<file path="config.mk">
export PLATFORM = sky130hd
export DESIGN_NAME = cla_seq_adder_ctrl
export DESIGN_NICKNAME = d
export VERILOG_FILES = /design/src/rtl/cla_seq_adder_ctrl.sv
export SDC_FILE = /design/constraint.sdc
export NUM_CORES = 1
export LEC_CHECK = 0
export CAP_MARGIN = 10
export CORE_MARGIN = 5
export CORE_UTILIZATION = 38
export DETAILED_ROUTE_END_ITERATION = 7
export PLACE_DENSITY_LB_ADDON = 0.3
export SYNTH_ARGS = -nofsm -noshare
export SYNTH_HDL_FRONTEND = slang
export SYNTH_SLANG_ARGS = --single-unit
</file>
<file path="constraint.sdc">
create_clock -name clk -period 7.92 [get_ports clk]
set_clock_uncertainty 0.1 [all_clocks]
set_input_delay 2.376 -clock clk [delete_from_list [all_inputs] [get_ports clk]]
set_output_delay 2.376 -clock clk [all_outputs]
set_load 0.005 [all_outputs]
</file>
<file path="src/rtl/cla_seq_adder_ctrl.sv">
// ---------------------------------------------------------------------------
// cla_seq_adder_ctrl
//
// Performs a WIDTH-bit addition by pushing one nibble per clock, LSB first,
// through a single 4-bit carry-lookahead slice. The carry between nibbles is
// held in a register. Operands are captured when start is accepted in IDLE,
// and the sum is assembled nibble by nibble in an output register.
//
// Optional feature: define SEQ_SUB_EN to add the 'sub' input. With sub=1,
// B is inverted at capture and the carry register is seeded with 1, so
// Sum = A - B mod 2^WIDTH and Cout=1 means no borrow.
//
// Ports:
//   clk      in   system clock, rising edge
//   rst      in   synchronous active-high reset, highest priority
//   start    in   request, sampled only while idle
//   A, B     in   WIDTH-bit operands, captured on accepted start
//   Cin      in   carry into nibble 0, captured on accepted start
//   sub      in   (SEQ_SUB_EN only) subtract select, captured on start
//   busy     out  high while a sequence is running
//   done     out  one-cycle pulse when Sum/Cout are final
//   nib_idx  out  index of the nibble processed on the next edge
//   Sum      out  result register (partial during RUN)
//   Cout     out  carry out of the top nibble
// ---------------------------------------------------------------------------
module cla_seq_adder_ctrl #(
   parameter int WIDTH = 16
) (
   input  logic                 clk,
   input  logic                 rst,
   input  logic                 start,
   input  logic [WIDTH-1:0]     A,
   input  logic [WIDTH-1:0]     B,
   input  logic                 Cin,
`ifdef SEQ_SUB_EN
   input  logic                 sub,
`endif
   output logic                 busy,
   output logic                 done,
   output logic [((WIDTH/4) > 1 ? $clog2(WIDTH/4) : 1)-1:0] nib_idx,
   output logic [WIDTH-1:0]     Sum,
   output logic                 Cout
);

   localparam int NIB   = WIDTH / 4;
   localparam int NIB_W = (NIB > 1) ? $clog2(NIB) : 1;

   typedef enum logic {
      IDLE,
      RUN
   } state_t;

   state_t             state_q;
   logic [WIDTH-1:0]   a_q;
   logic [WIDTH-1:0]   b_q;
   logic               carry_q;
   logic [NIB_W-1:0]   idx_q;
   logic [WIDTH-1:0]   sum_q;
   logic               cout_q;
   logic               busy_q;
   logic               done_q;

   logic [3:0]         sliceA;
   logic [3:0]         sliceB;
   logic [3:0]         p;
   logic [3:0]         g;
   logic [4:0]         c;
   logic [3:0]         sum_d;
   logic               carry_d;

   // One 4-bit carry-lookahead slice fed by the current nibble of the
   // captured operands. Every carry is expanded into sum-of-products form so
   // no carry ripples through another carry term.
   always_comb begin
      sliceA = a_q[4*idx_q +: 4];
      sliceB = b_q[4*idx_q +: 4];
      p      = sliceA ^ sliceB;
      g      = sliceA & sliceB;
      c[0]   = carry_q;
      c[1]   = g[0] | (p[0] & c[0]);
      c[2]   = g[1] | (p[1] & g[0]) | (p[1] & p[0] & c[0]);
      c[3]   = g[2] | (p[2] & g[1]) | (p[2] & p[1] & g[0])
             | (p[2] & p[1] & p[0] & c[0]);
      c[4]   = g[3] | (p[3] & g[2]) | (p[3] & p[2] & g[1])
             | (p[3] & p[2] & p[1] & g[0])
             | (p[3] & p[2] & p[1] & p[0] & c[0]);
      sum_d   = p ^ c[3:0];
      carry_d = c[4];
   end

   // Sequencer: IDLE accepts a start and captures operands; RUN writes one
   // nibble per edge. done is a pulse, so it is cleared by default each cycle
   // and only set on the terminal RUN step.
   always_ff @(posedge clk) begin
      if (rst) begin
         state_q <= IDLE;
         a_q     <= '0;
         b_q     <= '0;
         carry_q <= 1'b0;
         idx_q   <= '0;
         sum_q   <= '0;
         cout_q  <= 1'b0;
         busy_q  <= 1'b0;
         done_q  <= 1'b0;
      end else begin
         done_q <= 1'b0;
         case (state_q)
            IDLE: begin
               if (start) begin
                  a_q     <= A;
`ifdef SEQ_SUB_EN
                  b_q     <= sub ? ~B : B;
                  carry_q <= sub ? 1'b1 : Cin;
`else
                  b_q     <= B;
                  carry_q <= Cin;
`endif
                  sum_q   <= '0;
                  cout_q  <= 1'b0;
                  idx_q   <= '0;
                  busy_q  <= 1'b1;
                  state_q <= RUN;
               end
            end
            RUN: begin
               sum_q[4*idx_q +: 4] <= sum_d;
               carry_q             <= carry_d;
               if (idx_q == NIB_W'(NIB - 1)) begin
                  cout_q  <= carry_d;
                  busy_q  <= 1'b0;
                  done_q  <= 1'b1;
                  idx_q   <= '0;
                  state_q <= IDLE;
               end else begin
                  idx_q <= idx_q + NIB_W'(1);
               end
            end
            default: begin
               state_q <= IDLE;
               busy_q  <= 1'b0;
               idx_q   <= '0;
            end
         endcase
      end
   end

   assign busy    = busy_q;
   assign done    = done_q;
   assign nib_idx = idx_q;
   assign Sum     = sum_q;
   assign Cout    = cout_q;

endmodule

</file>
; Word-level counts from Yosys, hierarchy flattened
; Index checks and enable logic that the tools add are counted.
[op_classes]
n_shift = 4
multipliers = 0
order_cmp = 0
n_div = 0
bitwise = 30
n_addsub = 2
muxes = 18
n_reduce_logical = 3
eq_ne = 3
[ops]
columns = op, count
row1 = negator 4 -> 34 bit, 1
row2 = variable shift 4 x 34 -> 16 bit (first input constant), 1
row3 = variable part select 4 x 34 -> 16 bit, 1
row4 = one-hot mux 16 bit (2 select lines), 1
row5 = variable part select 16 x 5 -> 4 bit, 2
row6 = AND 1 bit, 16
row7 = bitwise mux 16 bit, 1
row8 = 2-to-1 mux 16 bit, 1
row9 = OR 1 bit, 10
row10 = 2-to-1 mux 1 bit, 8
row11 = one-hot mux 1 bit (2 select lines), 4
row12 = XOR 4 bit, 2
row13 = AND 4 bit, 1
row14 = 2-to-1 mux 2 bit, 2
row15 = one-hot mux 2 bit (2 select lines), 1
row16 = AND reduction 2 bit, 2
row17 = adder 2 x 1 -> 2 bit (second input constant), 1
row18 = equality test 2 bit (second input constant), 1
row19 = inequality test 2 x 1 -> 1 bit (second input constant), 1
row20 = inequality test 2 bit (second input constant), 1
row21 = OR reduction 2 bit, 1
row22 = NOT 1 bit, 1
[totals]
latchBits = 0
out_inout_bits = 21
word_cells = 69
inputBits = 36
romBits = 0
regBits = 55
mem_bits_rw = 0
n_memories = 0

; Longest topological paths before layout
[depth]
depth_word = 10
mapped_depth = 7
mapped_depth_nobuf = 6

; Least setup slack after synthesis
; Ideal clock, no wire load.
[synth_timing]
kind = input -> register
startpoint = input rst
endpoint = register sum_q[0] (netlist: Sum[0])
stages = 4
path_buffers = 3
arrival_time_ns = 3.078
setup_ns = 0.128
path_slack_ns = 4.615
t_required_ns = 7.692
path_cell_list = clkbuf_1 > buf_2 > clkbuf_1 > nor2_1
[synth_rtl]
columns = element, line
row1 = start: declaration, 30  ; input logic rst,
row2 = end signal: indexed assignment, 126  ; sum_q[4*idx_q +: 4] <= sum_d;
row3 = end: declaration, 58  ; logic [WIDTH-1:0] sum_q;
; No word-level cell between the ends.

; Worst setup path in the final report
[layout_timing]
startpoint = register idx_q[0] (netlist: nib_idx[0])
endpoint = output nib_idx[0] (netlist bit)
[layout_rtl]
columns = element, line
row1 = start: declaration, 57  ; logic [NIB_W-1:0] idx_q;
row2 = start signal: assignment, 135  ; idx_q <= idx_q + NIB_W'(1);
row3 = end: declaration, 40  ; output logic [((WIDTH/4) > 1 ? $clog2(WIDTH/4) : 1)-1:0] nib_idx,
; No word-level cell between the ends.

==> impl_metrics.json <==
{
  "outcome": "complete, no violations",
  "drt-total-wl_um": 5563,
  "clk_pin_slew_ps": 100,
  "path_cells": "clkdlybuf4s50_1",
  "p_leak_uw": 0.001132,
  "reg2reg_slack_ps": 4810,
  "grt-ovfl-total": 0,
  "min_period_over_period_pct": 55.41,
  "worstSetupEndpointType": "output pin",
  "cap_violations": 0,
  "grt_start_max_net_pins": 65,
  "startpoint": "nib_idx[0]$_SDFFE_PP0P_",
  "clock_sinks": 55,
  "cts_inserted_buffers": 5,
  "fillerInstances": 627,
  "synth_fa_ha_area_share_pct": 5.392,
  "start_util_pct": 38.96,
  "async_reset_ff_share_pct": 0,
  "worst_hold_path_type": "reg -> reg",
  "critPathMaxFanout": 16,
  "grt_usage_pct": 14.15,
  "vdd_drop_max_uv": 120.1,
  "hold_buffers": 0,
  "rsz0062_at_grt": "false",
  "final-hold-violation-count": 0,
  "post_cts.repair.setup_buffers": 0,
  "clkLatencyLatePin_ps": 310,
  "root_buffer": "clkbuf_8",
  "synthDistinctLibCells": 37,
  "synth_area_um2": 2460,
  "fmax_mhz": 227.9,
  "max_slew_margin_pct": 32.25,
  "cp.arrival_ps": 1910,
  "cts_tree": "done",
  "worst_slew_pin_slew_ps": 1016,
  "antenna_left": 0,
  "r2r-end": "Sum[3]$_SDFFE_PP0P_",
  "avgRoutedWirePerCell_um": 14.16,
  "via_per_inst": 5.191,
  "ys_seq_area_share_pct": 44.76,
  "drive_gt1_share_pct": 9.494,
  "grt_pass1_wl_um": 9591,
  "drc": 0,
  "yosys.area.top_type": "dfxtp_1",
  "worstRegToRegCells": 6,
  "dp_hpwl_um": 4025,
  "cts-resized-gates": 0,
  "die_area_um2": 8182,
  "crit_cells": 1,
  "syn2layout_area_growth_pct": 27.92,
  "synth-simple-area-share_pct": 20.70,
  "avgSynthCellArea_um2": 9.179,
  "synth_edf_count": 0,
  "synth_most_common_cell": "nand2_1",
  "synth_top_flop_cell": "dfxtp_1",
  "crit_type": "reg -> out",
  "pin_count": 57,
  "netlist.area_leader.share_pct": 44.76,
  "fp.dieW_um": 90.46,
  "period_minus_slack_ps": 4389,
  "synth_cells": 268,
  "powerDensity_nw_per_um2": 177.4,
  "io_buffers": 56,
  "crit_family": "flip-flops",
  "setup_tns_ps": 0,
  "yosysWarnings": 0,
  "clockBufferDepth": 2,
  "nNetsFinal": 361,
  "p_total_uw": 558.2,
  "drtIter0Drc": 115,
  "critical_path.max_stage_delay_ps": 940,
  "synth-compound-area-share_pct": 16.84,
  "setup_viol": 0,
  "cts_max_level": 2,
  "synth_mux_area_share_pct": 7.325,
  "synth-xor-area-share_pct": 1.017,
  "grt_pass1_vias": 1973,
  "worst_ep_required_time_ps": 5440,
  "first_pass_iters": 4,
  "synth_top_family_by_area": "simple AND/OR/NAND/NOR gates",
  "critPathBufInv": 1,
  "rows": 29,
  "synth_nets": 314,
  "crit_slowest_cell": "dfxtp_1",
  "gp_congestion": 0.7980,
  "yosys-top-cells-area": "dfxtp_1 45%, nand2_1 10%, a21oi_1 8.3%",
  "start_kind": "flip-flop",
  "cp-endpoint": "nib_idx[0]",
  "num_vias": 2040,
  "n_antenna_cell": 0,
  "coreArea_um2": 6314,
  "ys_top_cells_by_count": "66 x nand2_1, 55 x dfxtp_1, 41 x a21oi_1, 13 x nor2_1, 12 x buf_2",
  "antenna_found_initial": 0,
  "fp.dieH_um": 90.46,
  "drv_slew": 0,
  "timing.rr.start": "nib_idx[0]$_SDFFE_PP0P_",
  "ys_ff_latch": 55
}
==> worst min-delay path by stage <==
stage,to,cells past startpoint,slack [ps],from
6_report,b_q[9]$_SDFFE_PP0P_,2,360,b_q[9]$_SDFFE_PP0P_
3_5_place_dp,a_q[10]$_SDFFE_PP0P_,2,340,a_q[10]$_SDFFE_PP0P_
3_3_place_gp,b_q[1]$_SDFFE_PP0P_,2,340,b_q[1]$_SDFFE_PP0P_
5_1_grt,a_q[12]$_SDFFE_PP0P_,2,380,a_q[12]$_SDFFE_PP0P_
2_1_floorplan,a_q[10]$_SDFFE_PP0P_,2,330,a_q[10]$_SDFFE_PP0P_
4_1_cts,a_q[10]$_SDFFE_PP0P_,2,360,a_q[10]$_SDFFE_PP0P_
==> placed cells by master (no fill, tap or decap), types with 2 or more instances in the layout <==
cell type and n:
nor2_1 13, dfxtp_1 55, inv_2 2, nand4b_1 4, clkbuf_8 7, nand3b_1 8
buf_4 2, nand2b_1 2, clkdlybuf4s50_1 55, a21oi_1 41, o311ai_1 3, a211oi_1 3
mux4_2 8, ha_1 9, nand2_1 66, nand3_1 2, a22oi_1 8, o31ai_1 3
and3_1 2, nor2b_1 3
==> cells by family (layout without fill, tap and decap cells) <==
family / count (synthesis) / count (layout)
DFF: 55 / 55
AOI/OAI and AO/OA: 66 / 66
buffers and inverters: 21 / 69
and+or+nand+nor: 106 / 106
muxes: 8 / 8
xor gates and xnor gates: 2 / 2
adders and majority gates: 10 / 10
==> sequential cells by signal, indices dropped and copies added, names as in the netlist <==
| name | cells |
|---|---|
| Sum | 16 |
| Cout | 1 |
| nib_idx | 2 |
| state_q | 1 |
| busy | 1 |
| done | 1 |
| b_q | 16 |
| carry_q | 1 |
| a_q | 16 |
==> final cells by class <==
type / count / area (um2) / area share [%]
Timing Repair Buffer: 58 / 570.5 / 18.13
Clock buffer: 7 / 96.34 / 3.062
Clock inverter: 1 / 7.507 / 0.2386
Inverter: 3 / 11.26 / 0.3579
Tap cell: 77 / 96.34 / 3.062
Multi-Input combinational cell: 192 / 1264 / 40.16
Sequential cell: 55 / 1101 / 34.99
==> power by group <==
group	internal (uW)	leakage [uW]	switching, uW
Combinational	43.4	0.000633	43.6
Clock	79.7	0.0000505	90.9
Sequential	289	0.000449	11.5
==> stage by stage <==
| stage | hold WS (ps) | util [%] | setup slack [ps] | std cells | cell area [um2] |
|---|---|---|---|---|---|
| 2_1_floorplan | 333.1 | - | 4615 | 268 | 2460 |
| 3_3_place_gp | 341.7 | 48.20 | 3857 | 385 | 3043 |
| 3_5_place_dp | 344.7 | 48.20 | 3812 | 385 | 3043 |
| 4_1_cts | 357.9 | 49.84 | 3483 | 393 | 3147 |
| 5_1_grt | 377.2 | 49.84 | 3367 | 393 | 3147 |
| 6_report | 357.3 | 49.84 | 3531 | 393 | 3147 |
==> per-layer routing <==
metal / vias to the layer above / GRT usage (%) / routed length (um)
met3: 9 / 3.250 / 310
met1: 939 / 18.31 / 2418
li1: 1033 / - / -
met4: 0 / 5.459 / 99
met2: 59 / 22.87 / 2734
met5: - / 0 / 0
Note: power is estimated with default switching activity, not from simulation.
